`src/rtl/mux_scan_sequencer.sv`:
```
// Scans the four inputs of a 4:1 mux, settling on each select before sampling Y,
// and presents the assembled 4-bit word on a valid/ready handshake.
// Optional build macro: MUX_SCAN_CONTINUOUS_EN (rescan immediately after each accepted word).
module mux_scan_sequencer #(
    parameter int SETTLE = 1
) (
    input  logic       clk,
    input  logic       rst,
    input  logic       start,
    output logic [1:0] sel,
    input  logic       y_in,
    output logic [3:0] data,
    output logic       valid,
    input  logic       ready,
    output logic       busy
);

    typedef enum logic [1:0] {
        ST_IDLE   = 2'd0,
        ST_SETTLE = 2'd1,
        ST_SAMPLE = 2'd2,
        ST_HOLD   = 2'd3
    } state_t;

    // With no settle time every channel goes straight to its sample cycle.
    localparam state_t     FIRST_ST    = (SETTLE == 0) ? ST_SAMPLE : ST_SETTLE;
    localparam logic [3:0] SETTLE_LAST = 4'(SETTLE - 1);

    state_t     state_r;
    state_t     state_s;
    logic [3:0] cnt_r;
    logic [3:0] cnt_s;
    logic [1:0] sel_s;
    logic [3:0] data_s;
    logic       valid_s;
    logic       busy_s;

    // Next-state and next-output logic for the scan FSM.
    always_comb begin
        state_s = state_r;
        cnt_s   = cnt_r;
        sel_s   = sel;
        data_s  = data;
        valid_s = valid;
        case (state_r)
            ST_IDLE: begin
                if (start) begin
                    sel_s   = 2'd0;
                    cnt_s   = 4'd0;
                    state_s = FIRST_ST;
                end else begin
                    state_s = ST_IDLE;
                end
            end
            ST_SETTLE: begin
                if (cnt_r == SETTLE_LAST) begin
                    cnt_s   = 4'd0;
                    state_s = ST_SAMPLE;
                end else begin
                    cnt_s   = cnt_r + 4'd1;
                end
            end
            ST_SAMPLE: begin
                data_s[sel] = y_in;
                // sel parks at 3 through HOLD; it only wraps when a new scan begins.
                if (sel != 2'd3) begin
                    sel_s   = sel + 2'd1;
                    state_s = FIRST_ST;
                end else begin
                    valid_s = 1'b1;
                    state_s = ST_HOLD;
                end
            end
            ST_HOLD: begin
                if (ready) begin
                    valid_s = 1'b0;
`ifdef MUX_SCAN_CONTINUOUS_EN
                    sel_s   = 2'd0;
                    cnt_s   = 4'd0;
                    state_s = FIRST_ST;
`else
                    state_s = ST_IDLE;
`endif
                end else begin
                    state_s = ST_HOLD;
                end
            end
            default: begin
                state_s = ST_IDLE;
                valid_s = 1'b0;
            end
        endcase
        busy_s = (state_s != ST_IDLE);
    end

    // State and output registers with synchronous reset.
    always_ff @(posedge clk) begin
        if (rst) begin
            state_r <= ST_IDLE;
            cnt_r   <= 4'd0;
            sel     <= 2'd0;
            data    <= 4'b0000;
            valid   <= 1'b0;
            busy    <= 1'b0;
        end else begin
            state_r <= state_s;
            cnt_r   <= cnt_s;
            sel     <= sel_s;
            data    <= data_s;
            valid   <= valid_s;
            busy    <= busy_s;
        end
    end

endmodule
```
`config.mk`:
```
export PLATFORM = sky130hd
export DESIGN_NAME = mux_scan_sequencer
export DESIGN_NICKNAME = d
export VERILOG_FILES = /design/src/rtl/mux_scan_sequencer.sv
export SDC_FILE = /design/constraint.sdc
export NUM_CORES = 1
export LEC_CHECK = 0
export ABC_AREA = 1
export BUFFER_PORTS_ARGS = -buffer_cell sky130_fd_sc_hd__buf_2
export CORE_MARGIN = 3
export CORE_UTILIZATION = 47
export CTS_BUF_LIST = sky130_fd_sc_hd__clkbuf_16
export CTS_CLUSTER_DIAMETER = 150
export DETAILED_ROUTE_END_ITERATION = 10
export PLACE_DENSITY = 0.81
export SLEW_MARGIN = 40
export SYNTH_ARGS = -nofsm -noshare
export SYNTH_HDL_FRONTEND = slang
export SYNTH_SLANG_ARGS = --single-unit
```
`constraint.sdc`:
```
create_clock -name clk -period 1.1 [get_ports clk]
set_input_delay 0.055 -clock clk [delete_from_list [all_inputs] [get_ports clk]]
set_output_delay 0.055 -clock clk [all_outputs]
set_load 0.05 [all_outputs]
```
After elaboration in Yosys (flattened, before gate mapping)
Index checks and enable logic that the tools add are counted.
- add/subtract/negate cells: 2
- order comparisons: 2
- equal/unequal tests: 8
- mux-type cells: 17
- reductions and logical operators: 10
- operator list (operator ; count):
    2-bit 2-to-1 mux ; 5
    2-bit inequality test (second input constant) ; 5
    4-bit 2-to-1 mux ; 2
    2-bit one-hot mux with 4 select lines ; 1
    4-bit one-hot mux with 2 select lines ; 1
    2-bit nonzero test ; 4
    3-bit AND reduction ; 2
    4-bit by 1-bit adder with 4-bit output (second input constant) ; 1
    4-bit bitwise mux ; 1
    2-bit equality test (second input constant) ; 2
    4-bit zero test ; 1
    1-bit 2-to-1 mux ; 4
    2-bit one-hot mux with 2 select lines ; 1
    2-bit by 3-bit less-than comparator with 1-bit output (second input constant) ; 1
    2-bit by 1-bit adder with 2-bit output (second input constant) ; 1
    1-bit demux with 2-bit select ; 1
    2-bit by 1-bit equality test with 1-bit output (second input constant) ; 1
    2-bit by 1-bit greater-or-equal comparator with 1-bit output (second input constant) ; 1
    2-bit zero test ; 1
    1-bit one-hot mux with 2 select lines ; 1
    2-bit AND reduction ; 1
    1-bit logical AND ; 1
- bits in registers: 14
- input bits: 5
- output and inout port bits: 8
- logic and storage cells: 45

Depth between registers and ports, before layout
Gate-level depths: netlist of run 1.
- depth after elaboration: 5
- mapped depth: 7
- depth with buffers taken out: 7

Worst setup path before layout of run 1
OpenSTA, ideal clock, no wires.
- path type: register to register
- start point: reg sel[0]
- end point: reg sel[1]
- library setup time: 0.111 ns
- arrival: 1.324 ns
- data required time: 0.989 ns
- slack: -0.335 ns
- cell stages (with the launch flop): 7
- buffers on the path: 0
- period minus slack after synthesis: 1.435 ns
- path through: dfxtp_1 -> inv_1 -> ha_1 -> inv_1 -> nor2_1 -> nor2_1 -> nor2_1
- word-level cells in the longest chain between the ends: 3
- elaborated cells between the ends (all ways): 6
- classes of those cells: 1 x add/sub; 2 x eq/ne; 2 x mux; 1 x reduce/logical
- RTL lines (element ; line ; text):
    start: declaration ; 10 ; output logic [1:0] sel,
    start signal: assignment ; 108 ; sel <= sel_s;
    2-bit by 1-bit adder with 2-bit output / 2-bit inequality test (equally long branches) ; 67, 66 ;
    2-bit 2-to-1 mux / 2-bit inequality test (equally long branches) ; - ;
    2-bit one-hot mux with 2 select lines / 3-bit AND reduction (equally long branches) ; - ;
Several ways; a longest one is shown, not always the timed one. The select of a mux whose other input is x is not followed.
A chain may end at the register's enable or synchronous reset.

Final worst setup path of run 1
Same ends and word-level chain as after synthesis.

==> results of run 1 <==
routing by layer:
layer | vias to the layer above | routed length [um] | track usage, %
li1 | 363 | - | -
met1 | 321 | 796 | 21.9
met2 | 18 | 758 | 25.6
met3 | 5 | 98 | 8.30
met4 | 0 | 28 | 8.77
met5 | - | 0 | 0
cell type report:
type	instances	area, um^2	area share (%)
timing repair buffer	18	109	10.9
clock buffer	3	75.1	7.55
sequential	14	295	29.7
tap	15	18.8	1.89
multi-input combinational	70	430	43.3
inverter	16	62.6	6.29
clock inverter	1	3.75	0.377
cells by family (layout without fill, tap and decap cells):
| logic type | after synthesis | count (layout) | synth area share [%] |
|---|---|---|---|
| adders and majority gates | 6 | 6 | 10.2 |
| DFF | 14 | 14 | 37.9 |
| AOI/OAI and AO/OA | 12 | 12 | 8.12 |
| buffers and inverters | 17 | 38 | 8.97 |
| and+or+nand+nor | 52 | 52 | 34.9 |
synthesized netlist by cell type (all sizes together):
library cell  instances
nand3                15
o21ai                 3
nand2                24
dfxtp                14
and2                  1
nor2                 11
buf                   1
nand4                 1
inv                  16
a21oi                 9
ha                    6
final timing paths:
check | endpoint | slack, ns | from | cells past startpoint
setup reg to reg | sel[1]$_SDFFE_PP0P_ | 0.06 | sel[0]$_SDFFE_PP0P_ | 6
hold reg to reg | data[2]$_SDFFE_PP0P_ | 0.45 | data[2]$_SDFFE_PP0P_ | 2
hold / removal | cnt_r[1]$_SDFFE_PP0P_ | 0.10 | rst | 2
setup / recovery | sel[1]$_SDFFE_PP0P_ | 0.06 | sel[0]$_SDFFE_PP0P_ | 6
state kept, by name (all words and copies together) (netlist names):
signal,flops
data,4
valid,1
cnt_r,4
state_r,2
busy,1
sel,2
stage by stage:
stage	TNS (ns)	hold WS, ns	utilization [%]	area, um^2	power (mW)
floorplan	0	0.215	-	749	0.733
global placement	0	0.352	61.8	855	0.795
detailed placement	0	0.358	61.8	855	0.801
CTS	0	0.105	67.5	933	1.50
global route	-0.0401	0.116	71.9	995	1.56
finish	0	0.100	71.9	995	1.50
cells in the final DEF (no fill, tap or decap), types with 3 or more instances in the layout:
cell type / n
nand2_1: 22
dfxtp_4: 3
dfxtp_1: 8
a21oi_1: 9
ha_1: 4
nor2_1: 7
clkbuf_16: 3
buf_2: 12
inv_2: 6
dfxtp_2: 3
nand3_1: 13
inv_1: 10
buf_4: 5
o21ai_0: 3
worst max-delay path, cell delays in order (launching register included):
cell     delay [ns]
dfxtp_4        0.38
inv_2          0.06
ha_1           0.28
inv_1          0.07
nor2_2         0.04
nor2_2         0.07
nor2_1         0.05
power by group through the flow:
stage / logic (mW) / clock network, mW / registers, mW
6_report: 0.255 / 0.688 / 0.555
5_1_grt: 0.280 / 0.719 / 0.558
4_1_cts: 0.243 / 0.706 / 0.552
3_5_place_dp: 0.240 / 0 / 0.561
3_3_place_gp: 0.235 / 0 / 0.560
2_1_floorplan: 0.113 / 0 / 0.620
timing repair:
| action | in CTS | in global routing |
|---|---|---|
| resized for setup | 0 | 17 |
| hold buffers | 0 | 0 |
| endpoints found under the setup margin | 0 | 10 |
| endpoints found under the hold margin | 0 | 0 |
| buffers inserted | 0 | 2 |
==> results_dict.tcl, run 1 <==
set metrics [dict create \
    ys_ff_latch 14 \
    critPathArrivalTime_ns 1.18 \
    p_int_mw 1.10 \
    wl_per_cell_um 12.3 \
    clockBufferDepth 2 \
    port_buffers 12 \
    status "finished, final reports clean" \
    drive_gt1_share_pct 36.9 \
    synth_seq_area_share_pct 37.9 \
    yosysUniqueCellTypes 17 \
    syn_nets 112 \
    first_iter_violations 18 \
    synth_largest_area_cell "dfxtp_1" \
    postRouteWirelength_um 1680 \
    cp.required_ns 1.24 \
    p_sw_mw 0.401 \
    cp_max_fo 5 \
    synth.area.top_cells "dfxtp_1 38%, nand2_1 12%, ha_1 10%" \
    place.detailed.hpwl_um 1090 \
    rows 13 \
    syn2layout_area_growth_pct 34.5 \
    die_h_um 45.7 \
    place_congestion 0.886 \
    grtUsageTotal_pct 17.7 \
    crit_type "register to register" \
    drtAntennaViolNets 0 \
    coreArea_mm2 0.00138 \
    avgSynthCellArea_um2 7.32 \
    finClkSkew_ns 0.00297 \
    fin_ws_ns 0.0612 \
    vias 707 \
    die_area_mm2 0.00209 \
    drc 0 \
    crit_path_start_kind "register" \
    grt_pass1_wl_um 2510 \
    pwr-share-comb_pct 17.0 \
    drv_cap 0 \
    grt_pass1_vias 581 \
    crit_path_end_kind "register" \
    cts_tree "done" \
    diodes 0 \
    setup_violations 0 \
    power_frac_seq_pct 37.1 \
    final_cell_count_no_fill 137 \
    ir_drop_mv 0.978 \
    htreeDepth 1 \
    worstSkewPairLatency_ns 0.24 \
    maxSlewViolCount 0 \
    antenna_found_initial 0 \
    viasPerCell 5.16 \
    io_pins 13 \
    placed_cells 131 \
    initial_core_util_pct 53.5 \
    yosys_warnings 0 \
    place_ws_ns 0.0477 \
    n_fill_cell 113 \
    nets 134 \
    dr.pass1.iters 4 \
    finalHoldViolations 0 \
    path_clk_slew_ns 0.05 \
    powerDensity_mw_per_mm2 1510 \
    grt_overflow 0 \
    hold_path.class "primary input to register" \
    synthCells 101 \
    syn_area_um2 739 \
    numCtsBuffers 3 \
    period_minus_slack_ns 1.04 \
    die_w_um 45.7 \
    clock_sinks 14 \
    slew_headroom_pct 83.0 \
    period_share_pct 94.4 \
    synth_top_area_share_pct 37.9 \
    switching_share_pct 26.8 \
    grt_max_degree 10 \
    p_leak_nw 0.471 \
    p_clk_share_pct 45.9 \
    worst_pin_slew_ns 0.256 \
    fmax_mhz 963 \
    cts-root-buf "clkbuf_16" \
]
Power figures use the tool's default switching activity.
==> run 2: changes to the inputs <==
- CORE_MARGIN: 3 -> not set
- GPL_TIMING_DRIVEN: not set -> 1
- PLACE_DENSITY: 0.81 -> not set
- PLACE_DENSITY_LB_ADDON: not set -> 0.2
==> run 2 against run 1 <==
Net effect: cell count did not move; sequential share of layout area fell by 0.63 points; non-clock buffer count did not move; global-route usage rose by 1.7 points; clock power rose by 1%; power rose by 1.7%; maximum frequency fell by 0.50%; die area fell by 17%; critical path depth fell by 1; sequential cell count did not move; worst setup slack got worse by 0.0052 ns; largest power group unchanged; via count rose by 0.71%.
==> results_dict.tcl, run 2 (synthesis gave the netlist of run 1 again) <==
set metrics [dict create \
    status "finished, final reports clean" \
    clockBufferDepth 2 \
    die_h_um 41.7 \
    syn2layout_area_growth_pct 35.7 \
    slew_headroom_pct 83.0 \
    hold_buffers 0 \
    worst_pin_slew_ns 0.257 \
    drc 0 \
    final_area_mm2 0.00100 \
    io_pins 13 \
    n_fill_cell 116 \
    worstSkewPairLatency_ns 0.24 \
    period_minus_slack_ns 1.04 \
    period_share_pct 94.9 \
    ir_drop_mv 1.25 \
    finClkSkew_ns 0.00241 \
    hold_slack_ns 0.106 \
    final_common_cell "nand2_1" \
    drv_cap 0 \
    maxSlewViolCount 0 \
    dr.pass1.iters 4 \
    hold_path.class "primary input to register" \
    final_cell_mix "22 x nand2_1, 13 x nand3_1, 12 x buf_2" \
    drive_gt1_share_pct 37.7 \
    grt_overflow 0 \
    diodes 0 \
    reg2reg_from "state_r[0]$_SDFF_PP0_" \
    setup_violations 0 \
    grt_pass1_vias 572 \
    die_w_um 41.7 \
    critPathArrivalTime_ns 1.22 \
    postRouteWirelength_um 1620 \
    viasPerCell 5.20 \
    worstHoldStart "rst" \
    largestRegisters "cnt_r x4, data x4" \
    power_mw 1.52 \
    post-route-util_pct 72.6 \
    clock_sinks 14 \
    nets 134 \
    cts_tree "done" \
    first_iter_violations 14 \
    grt_pass1_wl_um 2500 \
    cp_max_fo 7 \
    post_dp_cell_area_um2 870 \
    place_congestion 0.812 \
    rows 13 \
    antenna_found_initial 0 \
    p_leak_nw 0.466 \
    coreArea_mm2 0.00138 \
    place.detailed.hpwl_um 1060 \
    crit_path_end_kind "register" \
    cp.required_ns 1.28 \
    initial_core_util_pct 53.5 \
    grtUsageTotal_pct 19.4 \
    drtAntennaViolNets 0 \
    port_buffers 12 \
    grt_max_degree 10 \
    fmax_mhz 958 \
    powerDensity_mw_per_mm2 1520 \
    rsz0062_at_grt "true" \
    crit_type "register to register" \
    htreeDepth 1 \
    reg2reg_to "data[2]$_SDFFE_PP0P_" \
    r2r_slack_ns 0.06 \
    fin_tns_setup_ns 0 \
    wl_per_cell_um 11.8 \
    critPathLaunch "state_r[0]$_SDFF_PP0_" \
    rr_worst_depth 5 \
    vias 712 \
    cts-root-buf "clkbuf_16" \
    finalHoldViolations 0 \
    holdPathStages 2 \
    die_area_mm2 0.00174 \
    hold_end "data[2]$_SDFFE_PP0P_" \
    crit_path_start_kind "register" \
    path_clk_slew_ns 0.05 \
    numCtsBuffers 3 \
]
-- run 2: critical path, stage by stage, from the launching register on --
cell and delay (ns):
dfxtp_2 0.33, buf_4 0.15, nor2_8 0.12, buf_4 0.15
nand3_1 0.09, a21oi_2 0.14
-- run 2: worst max-delay path by stage --
stage	endpoint	slack, ns	cells after the start
final	data[2]$_SDFFE_PP0P_	0.06	5
after global placement	sel[1]$_SDFFE_PP0P_	0.03	6
after floorplan	sel[1]$_SDFFE_PP0P_	0.003	6
after global routing	data[1]$_SDFFE_PP0P_	-0.001	6
after CTS	sel[1]$_SDFFE_PP0P_	0.01	6
after detailed placement	sel[1]$_SDFFE_PP0P_	0.03	6
-- run 2: layout make-up --
type	count	area [um^2]	share of cell area [%]
inverters	16	62.6	6.23
well taps	15	18.8	1.87
repair buffers	18	105	10.5
clock inverters	1	3.75	0.374
flip-flops and latches	14	292	29.1
multi-input cells	70	447	44.5
clock buffers	3	75.1	7.48
-- run 2: metal layers --
| layer | vias up | share of wire [%] | track usage, % |
|---|---|---|---|
| met5 | - | 0 | 0 |
| met4 | 0 | 1.0 | 7.74 |
| met3 | 2 | 7.2 | 8.26 |
| met2 | 35 | 44 | 29.1 |
| met1 | 311 | 48 | 24.5 |
| li1 | 364 | - | - |
-- run 2: report_power, final --
part | switching, mW | internal, mW
Combinational | 0.175 | 0.0946
Sequential | 0.0247 | 0.532
Clock | 0.216 | 0.481
-- run 2: repair_timing --
item	in CTS	in global routing
endpoints found under the setup margin	0	9
setup buffers	0	0
gates resized for setup	0	16
-- run 2: stage by stage --
stage	setup slack [ns]	std cells
2_1_floorplan	0.00262	101
3_3_place_gp	0.0322	133
3_5_place_dp	0.0253	133
4_1_cts	0.0129	137
5_1_grt	-0.00142	137
6_report	0.0560	137
